### src/rtl/mux_rr_feeder.sv
// Payload types for the parameterized multiplexer, plus the round-robin
// feeder that drives the mux select and registers its output into a
// single-entry valid/ready stage.

package MuxParam_pkg;

   typedef enum logic [2:0] {
      OpNop = 3'd0,
      OpAdd = 3'd1,
      OpSub = 3'd2,
      OpAnd = 3'd3,
      OpOr  = 3'd4,
      OpXor = 3'd5,
      OpLd  = 3'd6,
      OpSt  = 3'd7
   } op_codes_e_t;

   typedef struct packed {
      logic [7:0] addr;
      logic       we;
      logic [3:0] be;
      logic [7:0] wdata;
   } mem_ctl_st_t;

endpackage

module mux_rr_feeder #(
   parameter type         T   = MuxParam_pkg::op_codes_e_t,
   parameter int unsigned SEL = 2
) (
   input  logic              clk,
   input  logic              rst_n,
   input  logic [2**SEL-1:0] Req,
   output logic [2**SEL-1:0] Ack,
   output logic [SEL-1:0]    Select,
   input  T                  MuxOut,
   output T                  OutData,
   output logic              OutValid,
   input  logic              OutReady,
   output logic [SEL-1:0]    LastGrant
);

   localparam int unsigned N = 2**SEL;

   logic           out_valid_q, out_valid_d;
   T               out_data_q, out_data_d;
   logic [SEL-1:0] last_grant_q, last_grant_d;

   logic           free;
   logic           grant;
   logic           cand_found;
   logic [SEL-1:0] cand_idx;
   logic [SEL-1:0] idx;

   // Round-robin search starting one past the last grant; the last granted
   // lane is visited last (offset N wraps back onto it).
   always_comb begin
      cand_found = 1'b0;
      cand_idx   = last_grant_q;
      idx        = last_grant_q;
      for (int unsigned i = 1; i <= N; i++) begin
         idx = last_grant_q + SEL'(i);
         if (!cand_found && Req[idx]) begin
            cand_found = 1'b1;
            cand_idx   = idx;
         end
      end
   end

   // Grant whenever the output register can take a payload; reset masks Ack.
   always_comb begin
      free   = !out_valid_q || OutReady;
      grant  = rst_n && free && cand_found;
      // cand_idx already falls back to last_grant_q when nothing requests.
      Select = cand_idx;
      Ack    = grant ? (N'(1) << cand_idx) : '0;
   end

   // Next-state for the output register and the round-robin pointer.
   always_comb begin
      out_valid_d  = out_valid_q;
      out_data_d   = out_data_q;
      last_grant_d = last_grant_q;
      if (grant) begin
         // Load wins over a simultaneous drain.
         out_valid_d  = 1'b1;
         out_data_d   = MuxOut;
         last_grant_d = cand_idx;
      end else if (out_valid_q && OutReady) begin
         out_valid_d  = 1'b0;
      end
   end

   // State registers; reset leaves lane 0 with first priority.
   always_ff @(posedge clk or negedge rst_n) begin
      if (!rst_n) begin
         out_valid_q  <= 1'b0;
         out_data_q   <= T'(0);
         last_grant_q <= '1;
      end else begin
         out_valid_q  <= out_valid_d;
         out_data_q   <= out_data_d;
         last_grant_q <= last_grant_d;
      end
   end

   assign OutValid  = out_valid_q;
   assign OutData   = out_data_q;
   assign LastGrant = last_grant_q;

endmodule

### config.mk
export PLATFORM = sky130hd
export DESIGN_NAME = mux_rr_feeder
export DESIGN_NICKNAME = d
export VERILOG_FILES = /design/src/rtl/mux_rr_feeder.sv
export SDC_FILE = /design/constraint.sdc
export NUM_CORES = 1
export LEC_CHECK = 0
export CAP_MARGIN = 40
export CORE_AREA = 3 3 40 42
export DETAILED_ROUTE_END_ITERATION = 8
export DIE_AREA = 0 0 43 45
export GPL_TIMING_DRIVEN = 0
export PLACE_DENSITY = 0.69
export SLEW_MARGIN = 20
export SYNTH_ARGS = -nofsm -noshare
export SYNTH_HDL_FRONTEND = slang
export SYNTH_SLANG_ARGS = --single-unit
### constraint.sdc
create_clock -name clk -period 2.71 [get_ports clk]
set_clock_uncertainty 0.15 [all_clocks]
set_input_delay 0.6775 -clock clk [delete_from_list [all_inputs] [get_ports clk]]
set_output_delay 0.6775 -clock clk [all_outputs]
set_load 0.01 [all_outputs]
==> results of run 1 <==
==> repair_timing <==
item,in CTS,in global routing
resized for setup,39,5
endpoints found under the setup margin,6,3
pin swaps,1,1
hold endpoints to repair,0,0
buffers inserted,1,0
==> metrics by stage <==
| stage | utilization [%] | cell area, µm² | hold slack (ns) |
|---|---|---|---|
| 2_1_floorplan | - | 387 | 0.232 |
| 4_1_cts | 50.5 | 649 | 0.206 |
| 6_report | 49.3 | 633 | 0.107 |
| 5_1_grt | 49.3 | 633 | 0.108 |
| 3_5_place_dp | 47.9 | 616 | 0.349 |
| 3_3_place_gp | 47.9 | 616 | 0.347 |
==> worst reg2reg max path, cell delays in order, from the launching register on <==
cell	delay [ns]
dfstp_2	0.60
nand2b_2	0.21
a31oi_4	0.14
mux2_4	0.28
==> logic make-up (layout without fill, tap and decap cells) <==
logic type | after synthesis | in the layout | share of synthesized area, %
and+or+nand+nor | 14 | 14 | 20.7
AOI/OAI and AO/OA | 9 | 9 | 18.8
DFF | 6 | 6 | 39.5
buffers and inverters | 1 | 25 | 2.91
muxes | 5 | 5 | 18.1
==> Yosys cell counts <==
cell type and instances:
and2_1 1, dfstp_2 2, a211oi_1 1, a31oi_1 2
dfrtp_1 4, nor3_1 1, and2_4 1, buf_6 1
mux2_4 4, nand2_1 4, nand2b_1 3, a32oi_1 1
o41a_1 1, nor2_1 1, nor4_1 1, a21o_1 1
nand3b_1 1, mux2i_1 1, a32o_1 1, and4_1 1
a21oi_1 1, o211a_1 1
==> power groups by stage <==
| stage | registers (µW) | clock network, µW | logic (µW) |
|---|---|---|---|
| floorplan | 158 | 0 | 117 |
| finish | 156 | 85.7 | 268 |
| global route | 162 | 92.0 | 287 |
| global placement | 152 | 0 | 247 |
| CTS | 154 | 87.0 | 266 |
| detailed placement | 153 | 0 | 251 |
==> final cells by class <==
cell class,instances,area [µm²]
Clock buffer,3,22.5
Fill cell,129,652
Multi-Input combinational cell,28,259
Sequential cell,6,153
Tap cell,15,18.8
Timing Repair Buffer,22,180
==> flip-flops by register name (all words and copies together), names as in the netlist <==
register	cells
OutData	3
OutValid	1
LastGrant	2
==> per-layer routing <==
metal	part of all wire (%)	GRT usage (%)
met1	39	15.5
met2	51	22.5
met3	6.8	5.58
met4	2.7	7.23
met5	0	0
==> path summary, 6_finish.rpt <==
check	from	to	cells after the start
min reg2reg	OutData[1]$_DFFE_PN0P_	OutData[1]$_DFFE_PN0P_	1
min	rst_n	OutData[1]$_DFFE_PN0P_	1
max reg2reg	LastGrant[1]$_DFFE_PN1P_	LastGrant[1]$_DFFE_PN1P_	3
min in group clk	OutData[1]$_DFFE_PN0P_	OutData[1]$_DFFE_PN0P_	1
max in group asynchronous	rst_n	LastGrant[0]$_DFFE_PN1P_	1
max	OutReady	Ack[2]	5
==> summary.txt, run 1 <==
Outcome
  – Run status: finished clean

STA
  – Worst Setup Slack, final: 0.0791 ns
  – Slew Limit Headroom: between 70 and 80%
  – FMAX: 0.380 GHz
  – Total Neg Setup Slack: 0 ns
  – Hold Violations, Final: 0
  – Worst-Margin Slew: around 0.38 ns
  – Final setup viols: 0
  – RSZ-0062 raised after global routing: no
  – Max-slew violations: 0
  – Tmin final: roughly 2.6 ns
  – Final Cycle Share: 97.1%

Die
  – Die X: 43 µm
  – Area of the core: 1280 µm²
  – Die height: 45 µm
  – Num ports: 22
  – Rows: 13
  – Initial Utilization: between 30 and 40%
  – DIE AREA: around 1900 µm²

Routing
  – WL/cell: approximately 16 µm
  – Total Wirelength: between 1000 and 1500 µm
  – DR pass1 iterations: 3
  – Vias post-DR: around 390
  – DRC violations left: 0
  – Via-per-instance ratio: about 5.2
  – DRT iter0 DRCs: 5
  – Post-route ant nets: 0

Finish
  – Share of layout cells above drive strength 1: a little over two fifths
  – Finished Layout Cells: between 70 and 80
  – Final nets: 71
  – Most frequent cells in the layout: 10 x clkdlybuf4s50_1, 7 x buf_2, 4 x dfrtp_1, 4 x nand2_1, 4 x mux2_4
  – Area Growth Syn to Fin: 63.8%
  – Commonest non-fill, non-tap cell in the layout: clkdlybuf4s50_1
  – N_diodes: 0

Global routing
  – Grt total ovfl: 0
  – Initial antenna violation count: 0
  – Number of global-route vias before repair: 401
  – Global-route wire length before repair: around 1900 µm
  – GR Util All Layers: 13.7%
  – Largest net degree at the start of global routing: 9

CTS
  – Cts bufs inserted: 3
  – Max H-tree Level: 1
  – Worst skew pair latency: 0.25 ns
  – Clock Tree Buf Depth: 2
  – TritonCTS clock tree: done
  – Num Clock Sinks: 6
  – Clock input transition at the sequential cells of the worst setup and hold paths: 0.05 ns
  – CTS root buffer: clkbuf_4
  – Cts hold-fix bufs: 0

Yosys
  – YS warnings: 0
  – Post-Syn Area: ~390 µm²
  – Syn Inst Count: 35
  – Area share of the largest cell type after synthesis: approximately a quarter
  – Largest area contributor in the netlist: dfrtp_1
  – Post-synthesis sequential area ratio: 39.5%
  – Syn nets: 45
  – Synth Register Bits: 6
  – Distinct cells, synth: 22
  – Top cells by area, synth: dfrtp_1 26%, mux2_4 16%, dfstp_2 14%, nand2b_1 4.9%, nand2_1 3.9%
  – Synthesized area per cell: approximately 11 µm²

Power and ir drop
  – PnR Total Power: slightly above 500 µW
  – Combinational share of power: between 50% and 60%
  – Power density over cell area: about 800 nW/µm²
  – Pint: around 320 µW
  – Sequential fraction of design power: a little under a third
  – Worst vdd ir: approximately 470 µV
  – Switching pwr: approximately 190 µW
  – Sw Ratio: 37.3%
  – LEAKAGE: around 0.00029 µW
  – Clock power frac: 16.8%

Setup path
  – Crit start category: input port
  – Worst Path Required: 1.88 ns
  – CP arrival: about 1.8 ns
  – Critical-path top delay cell: clkdlybuf4s50_1
  – Top delay family on crit path: buffers and inverters
  – Highest cell delay on the worst timing path: between 0.4 and 0.5 ns
  – Crit. End Element: output port
  – WP buf/inv: 2
  – Crit path cell chain: clkdlybuf4s50_1 -> nand2b_4 -> and2_4 -> and4_1 -> buf_2
  – R2R Setup Slk: ~1.3 ns
  – Worst Setup Path Type: in -> out
  – Crit-path max FO: 7

Placement
  – DPL Wire Length: ~800 µm
  – Number of buffers added on ports: 21
  – Pre-CTS WS: -0.780 ns
  – Cell count after placement: 71
  – Routability congestion estimate from global placement: 0.655

Worst hold path
  – Worst hold path class: in -> async

Job
  – Max cap viols: 0
Power figures use the tool's default switching activity.
==> inputs of run 2 (changes only) <==
Settings changed: CAP_MARGIN 40 to 5, REMOVE_ABC_BUFFERS from default to 1, SLEW_MARGIN 20 to default.
==> run 2 against run 1 <==
Compared with the run above: sequential share of layout area down 1.4 points; wire length decreased by 14%; utilization increased by 3.0 points; largest power group unchanged; hold slack better by 0.096 ns; cell area rose by 6.1%; count of clock-buffer cells in the layout grew 1; power rose by 3.2%; worst setup slack improved by 0.024 ns; clock power is 3.6% higher; register-to-register slack worse by 0.07 ns; global-route usage decreased by 1.6 points; sequential cell count unchanged.
==> summary.txt, run 2 (same netlist as run 1, synthesis figures left out) <==
Outcome
  – Run status: finished clean

CTS
  – Clock input transition at the sequential cells of the worst setup and hold paths: 0.05 ns (about the same)
  – Cts hold-fix bufs: 0 (unchanged)
  – Max H-tree Level: 1 (unchanged)
  – Clock Tree Buf Depth: 2 (unchanged)
  – TritonCTS clock tree: done
  – Cts bufs inserted: 3 (unchanged)
  – Num Clock Sinks: 6 (unchanged)
  – Worst skew pair latency: 0.24 ns (about the same)
  – CTS root buffer: clkbuf_4

Setup path
  – Crit. End Element: output port
  – Top delay family on crit path: buffers and inverters
  – Crit-path max FO: 4 (-3)
  – Crit path cell chain: dlygate4sd2_1 -> o41a_1 -> and2_4 -> and4_1 -> buf_2
  – Worst Setup Path Type: in -> out
  – WP buf/inv: 2 (unchanged)
  – Crit start category: input port
  – Reg2reg start: LastGrant[1]$_DFFE_PN1P_
  – CP Launch Point: Req[1]
  – Critical-path top delay cell: o41a_1
  – Highest cell delay on the worst timing path: 0.34 ns (-0.11 ns)
  – CP arrival: 1.78 ns (-0.02 ns)
  – Worst Path Required: 1.88 ns (about the same)

Global routing
  – Global-route wire length before repair: 1770 µm (-5.9%)
  – Largest net degree at the start of global routing: 9 (unchanged)
  – Initial antenna violation count: 0 (unchanged)
  – GR Util All Layers: 12.2% (-1.6 points)
  – Grt total ovfl: 0 (unchanged)
  – Number of global-route vias before repair: 437 (+9.0%)

Finish
  – Final nets: 76 (+7.0%)
  – Commonest non-fill, non-tap cell in the layout: clkdlybuf4s50_1
  – Most frequent cells in the layout: 10 x clkdlybuf4s50_1, 6 x buf_4, 5 x clkbuf_2
  – Area Growth Syn to Fin: 73.8%
  – N_diodes: 0 (unchanged)
  – Max reg flops: 3 (unchanged)
  – Cell area after layout: 672 µm² (+6.1%)
  – Share of layout cells above drive strength 1: 43.1% (+0.70 points)

STA
  – Final setup viols: 0 (unchanged)
  – Hold slack: 0.203 ns (+0.0964 ns)
  – Worst-Margin Slew: 0.211 ns (-0.172 ns)
  – Total Neg Setup Slack: 0 ns (unchanged)
  – RSZ-0062 raised after global routing: no
  – Slew Limit Headroom: 85.5% (+11 points)
  – Hold Violations, Final: 0 (unchanged)
  – Tmin final: 2.61 ns (-0.0242 ns)
  – FMAX: 0.384 GHz (+0.93%)
  – Max-slew violations: 0 (unchanged)
  – Final Cycle Share: 96.2% (-0.89 points)

Die
  – Num ports: 22 (unchanged)
  – Die height: 45 µm (unchanged)
  – Area of the core: 1280 µm² (unchanged)
  – Initial Utilization: 30.1% (unchanged)
  – Rows: 13 (unchanged)
  – Die X: 43 µm (unchanged)
  – DIE AREA: 1940 µm² (unchanged)

Job
  – Max cap viols: 0 (unchanged)

Power and ir drop
  – Power density over cell area: 782 nW/µm² (-2.8%)
  – Worst vdd ir: 376 µV (-19%)
  – LEAKAGE: 0.000316 µW (+8.8%)

Placement
  – DPL Wire Length: 736 µm (-7.8%)
  – Number of buffers added on ports: 21 (unchanged)
  – Routability congestion estimate from global placement: 0.658 (+0.40%)
  – Placed cell areas: 604 µm² (-1.8%)

Routing
  – DRC violations left: 0 (unchanged)
  – Post-route ant nets: 0 (unchanged)
  – WL/cell: 12.7 µm (-21%)
  – Vias post-DR: 406 (+4.6%)
  – DR pass1 iterations: 3 (unchanged)
  – Via-per-instance ratio: 5.08 (-3.2%)
  – DRT iter0 DRCs: 4 (-1)
  – Total Wirelength: 1020 µm (-14%)

Worst hold path
  – Worst hold path class: in -> async
## run 2: power breakdown
group / internal [µW] / leakage, µW / switching (µW)
Combinational: 163 / 0.000234 / 118
Clock: 55.8 / 0.0000150 / 33.0
Sequential: 122 / 0.0000671 / 33.5
Total: 341 / 0.000316 / 184
## run 2: layout make-up
| class | count | area [µm²] |
|---|---|---|
| Fill cell | 125 | 613 |
| Clock buffer | 4 | 26.3 |
| Multi-Input combinational cell | 28 | 253 |
| Tap cell | 15 | 18.8 |
| Timing Repair Buffer | 27 | 221 |
| Sequential cell | 6 | 153 |
## run 2: per-layer routing
layer  global-route usage [%]  vias to the layer above  share of wire, %
li1                         -                      196                 -
met1                     14.0                      199                45
met2                     21.6                       11                50
met3                     1.59                        0               4.0
met4                     7.23                        0                 0
met5                        0                        -                 0
## run 2: what timing repair did
| item | in CTS | in global routing |
|---|---|---|
| setup buffers | 4 | 2 |
| resized for setup | 26 | 9 |
| pin swaps | 4 | 2 |
| setup endpoints to repair | 6 | 4 |
| gates cloned | 0 | 0 |
## run 2: worst paths after layout
path | cells after the start | end | slack (ns)
worst min register to register | 1 | OutData[1]$_DFFE_PN0P_ | 0.36
worst max-delay path | 5 | Ack[2] | 0.10
min in group clk | 1 | OutData[1]$_DFFE_PN0P_ | 0.36
max in group asynchronous | 1 | LastGrant[1]$_DFFE_PN1P_ | 1.96
worst min-delay path | 1 | OutData[2]$_DFFE_PN0P_ | 0.20
worst max register to register | 4 | LastGrant[1]$_DFFE_PN1P_ | 1.19
## run 2: per-stage QoR
stage | setup WS (ns) | util (%) | cells | power, µW
floorplan | 0.327 | - | 34 | 272
global placement | -0.711 | 47.0 | 70 | 398
detailed placement | -0.724 | 47.0 | 70 | 400
CTS | 0.00761 | 52.6 | 78 | 528
global route | 0.0383 | 52.3 | 80 | 561
finish | 0.103 | 52.3 | 80 | 525
==> inputs of run 3 (changes only) <==
Settings changed: GPL_TIMING_DRIVEN 0 to 1.
==> run 3 against run 2 <==
Compared with the run above: sequential cell count unchanged; final cell count up 15%; fmax down 2.5%; via count up 11%; clock power down 2.6%; global-route usage up 2.6 points; die area unchanged; power up 24%; worst setup slack worse by 0.067 ns.
==> summary.txt, run 3 (same netlist as run 1, synthesis figures left out) <==
Global routing
  – Grt met1 use: 18.3% (+4.2 points)
  – GR Util All Layers: 14.8% (+2.6 points)
  – Global-route wire length before repair: 2060 µm (+16%)
  – Number of global-route vias before repair: 438 (+0.23%)
  – Gr busiest metal: met2
  – Initial antenna violation count: 0 (unchanged)
  – Met3 usage: 5.98% (+4.4 points)
  – Met2 usage: 23.4% (+1.8 points)
  – Largest net degree at the start of global routing: 8 (-1)
  – Grt total ovfl: 0 (unchanged)

STA
  – Max-slew violations: 0 (unchanged)
  – Final setup viols: 0 (unchanged)
  – Worst-Margin Slew: 0.241 ns (+0.0302 ns)
  – Worst Setup Slack, final: 0.0361 ns (-0.0672 ns)
  – Slew Limit Headroom: 83.9% (-1.6 points)
  – Final Cycle Share: 98.7% (+2.5 points)
  – Tmin final: 2.67 ns (+0.0672 ns)
  – FMAX: 0.374 GHz (-2.5%)
  – Hold Violations, Final: 0 (unchanged)
  – Hold slack: 0.334 ns (+0.130 ns)

Finish
  – Commonest non-fill, non-tap cell in the layout: buf_4
  – Area Growth Syn to Fin: 107%
  – Share of layout cells above drive strength 1: 57.1% (+14 points)
  – N_diodes: 0 (unchanged)
  – Final nets: 89 (+17%)
  – Most frequent cells in the layout: 19 x buf_4, 10 x clkdlybuf4s50_1, 4 x dfrtp_1, 4 x nand2_1, 4 x mux2_4
  – Finished Layout Cells: 92 (+15%)
  – Max reg flops: 3 (unchanged)

Setup path
  – WP buf/inv: 3 (+1)
  – CP arrival: 1.85 ns (+0.07 ns)
  – Crit path cell chain: clkdlybuf4s15_2 -> o41a_1 -> buf_4 -> nand2_1 -> nor4_2 -> clkdlybuf4s15_2
  – Crit start category: input port
  – Highest cell delay on the worst timing path: 0.42 ns (+0.08 ns)
  – R2r worst-path depth: 5 (+1)
  – Worst Setup Path Type: in -> out
  – Reg2reg end: LastGrant[1]$_DFFE_PN1P_
  – Reg2reg start: LastGrant[1]$_DFFE_PN1P_
  – Worst Path Required: 1.88 ns (about the same)
  – R2R Setup Slk: 1.02 ns (-0.17 ns)
  – Most Frequent Cell on Critical Path: clkdlybuf4s15_2
  – Crit. End Element: output port
  – Crit-path max FO: 5 (+1)
  – Critical-path top delay cell: o41a_1
  – Top delay family on crit path: buffers and inverters

Routing
  – Vias post-DR: 449 (+11%)
  – DRC violations left: 0 (unchanged)
  – DR pass1 iterations: 4 (+1)
  – WL/cell: 14.1 µm (+11%)
  – Via-per-instance ratio: 4.88 (-3.8%)
  – DRT iter0 DRCs: 12 (+8)
  – Post-route ant nets: 0 (unchanged)
  – Total Wirelength: 1290 µm (+27%)

Power and ir drop
  – Clock power frac: 13.3% (-3.6 points)
  – Power density over cell area: 814 nW/µm² (+4.2%)
  – Switching pwr: 227 µW (+23%)
  – LEAKAGE: 0.000375 µW (+19%)
  – Sw Ratio: 34.8% (-0.26 points)
  – Worst vdd ir: 435 µV (+15%)
  – Combinational share of power: 62.2% (+8.7 points)
  – Pint: 425 µW (+25%)
  – Sequential fraction of design power: 24.5% (-5.1 points)

Die
  – Num ports: 22 (unchanged)
  – Area of the core: 1280 µm² (unchanged)
  – Rows: 13 (unchanged)
  – Initial Utilization: 30.1% (unchanged)
  – Die height: 45 µm (unchanged)
  – Die X: 43 µm (unchanged)
  – DIE AREA: 1940 µm² (unchanged)

CTS
  – TritonCTS clock tree: done
  – Worst skew pair latency: 0.25 ns (about the same)
  – Num Clock Sinks: 6 (unchanged)
  – Cts hold-fix bufs: 0 (unchanged)
  – Cts bufs inserted: 3 (unchanged)
  – CTS root buffer: clkbuf_4
  – Clock Tree Buf Depth: 2 (unchanged)
  – Max H-tree Level: 1 (unchanged)
  – Clock input transition at the sequential cells of the worst setup and hold paths: 0.05 ns (about the same)

Outcome
  – Run status: finished clean

Placement
  – Cell count after placement: 82 (+17%)
  – Routability congestion estimate from global placement: 0.704 (+7.0%)
  – DPL Wire Length: 862 µm (+17%)
  – Pre-CTS WS: -0.634 ns (+0.0896 ns)
  – Number of buffers added on ports: 21 (unchanged)

Job
  – Max cap viols: 0 (unchanged)

Worst hold path
  – Worst hold path class: in -> async
==> run 3: layer usage <==
layer  share of wire, %  vias up  wire, µm
met4                1.5        0        20
met5                  0        -         0
met2                 48       19       617
met3                5.6        2        73
li1                   -      221         -
met1                 45      207       581
==> run 3: worst reg2reg max path, cell delays in order, from the launching register on <==
cell and delay [ns]:
dfstp_2 0.61, nand2b_2 0.21, a31oi_4 0.10, buf_4 0.17
buf_4 0.12, mux2_4 0.25
==> run 3: worst max path at each step <==
stage | startpoint | end | slack, ns | cells after the start
2_1_floorplan | Req[1] | Ack[2] | 0.33 | 3
3_3_place_gp | Req[3] | Ack[2] | -0.60 | 5
3_5_place_dp | Req[3] | Ack[2] | -0.63 | 5
4_1_cts | Req[1] | Ack[1] | 0.01 | 6
5_1_grt | LastGrant[1]$_DFFE_PN1P_ | Ack[0] | -0.004 | 5
6_report | Req[3] | Ack[0] | 0.04 | 6
==> run 3: final cells by class <==
cell class | instances | area, µm²
fill | 105 | 484
sequential | 6 | 153
tap | 15 | 18.8
multi-input combinational | 28 | 279
timing repair buffer | 40 | 328
clock buffer | 3 | 22.5
==> run 3: metrics by stage <==
| step | util (%) | total power [µW] | cell area (µm²) | TNS, ns |
|---|---|---|---|---|
| after detailed placement | 54.0 | 464 | 694 | -3.24 |
| after global routing | 62.3 | 691 | 801 | -0.00657 |
| after floorplan | - | 272 | 375 | 0 |
| after global placement | 54.0 | 462 | 694 | -3.10 |
| after CTS | 59.2 | 589 | 761 | 0 |
| final | 62.3 | 652 | 801 | 0 |
==> run 3: repair_timing <==
item / 4_1_cts / 5_1_grt
setup endpoints to repair: 6 / 4
resized for setup: 32 / 10
buffers inserted: 3 / 4
endpoints found under the hold margin: 0 / 0
pin swaps: 3 / 2
==> run 3: power by group through the flow <==
stage               sequential [µW]  clock (µW)  combinational [µW]
finish                          160        86.5                 406
CTS                             156        88.2                 345
global route                    164        93.2                 434
detailed placement              153           0                 311
global placement                153           0                 309
floorplan                       158           0                 115
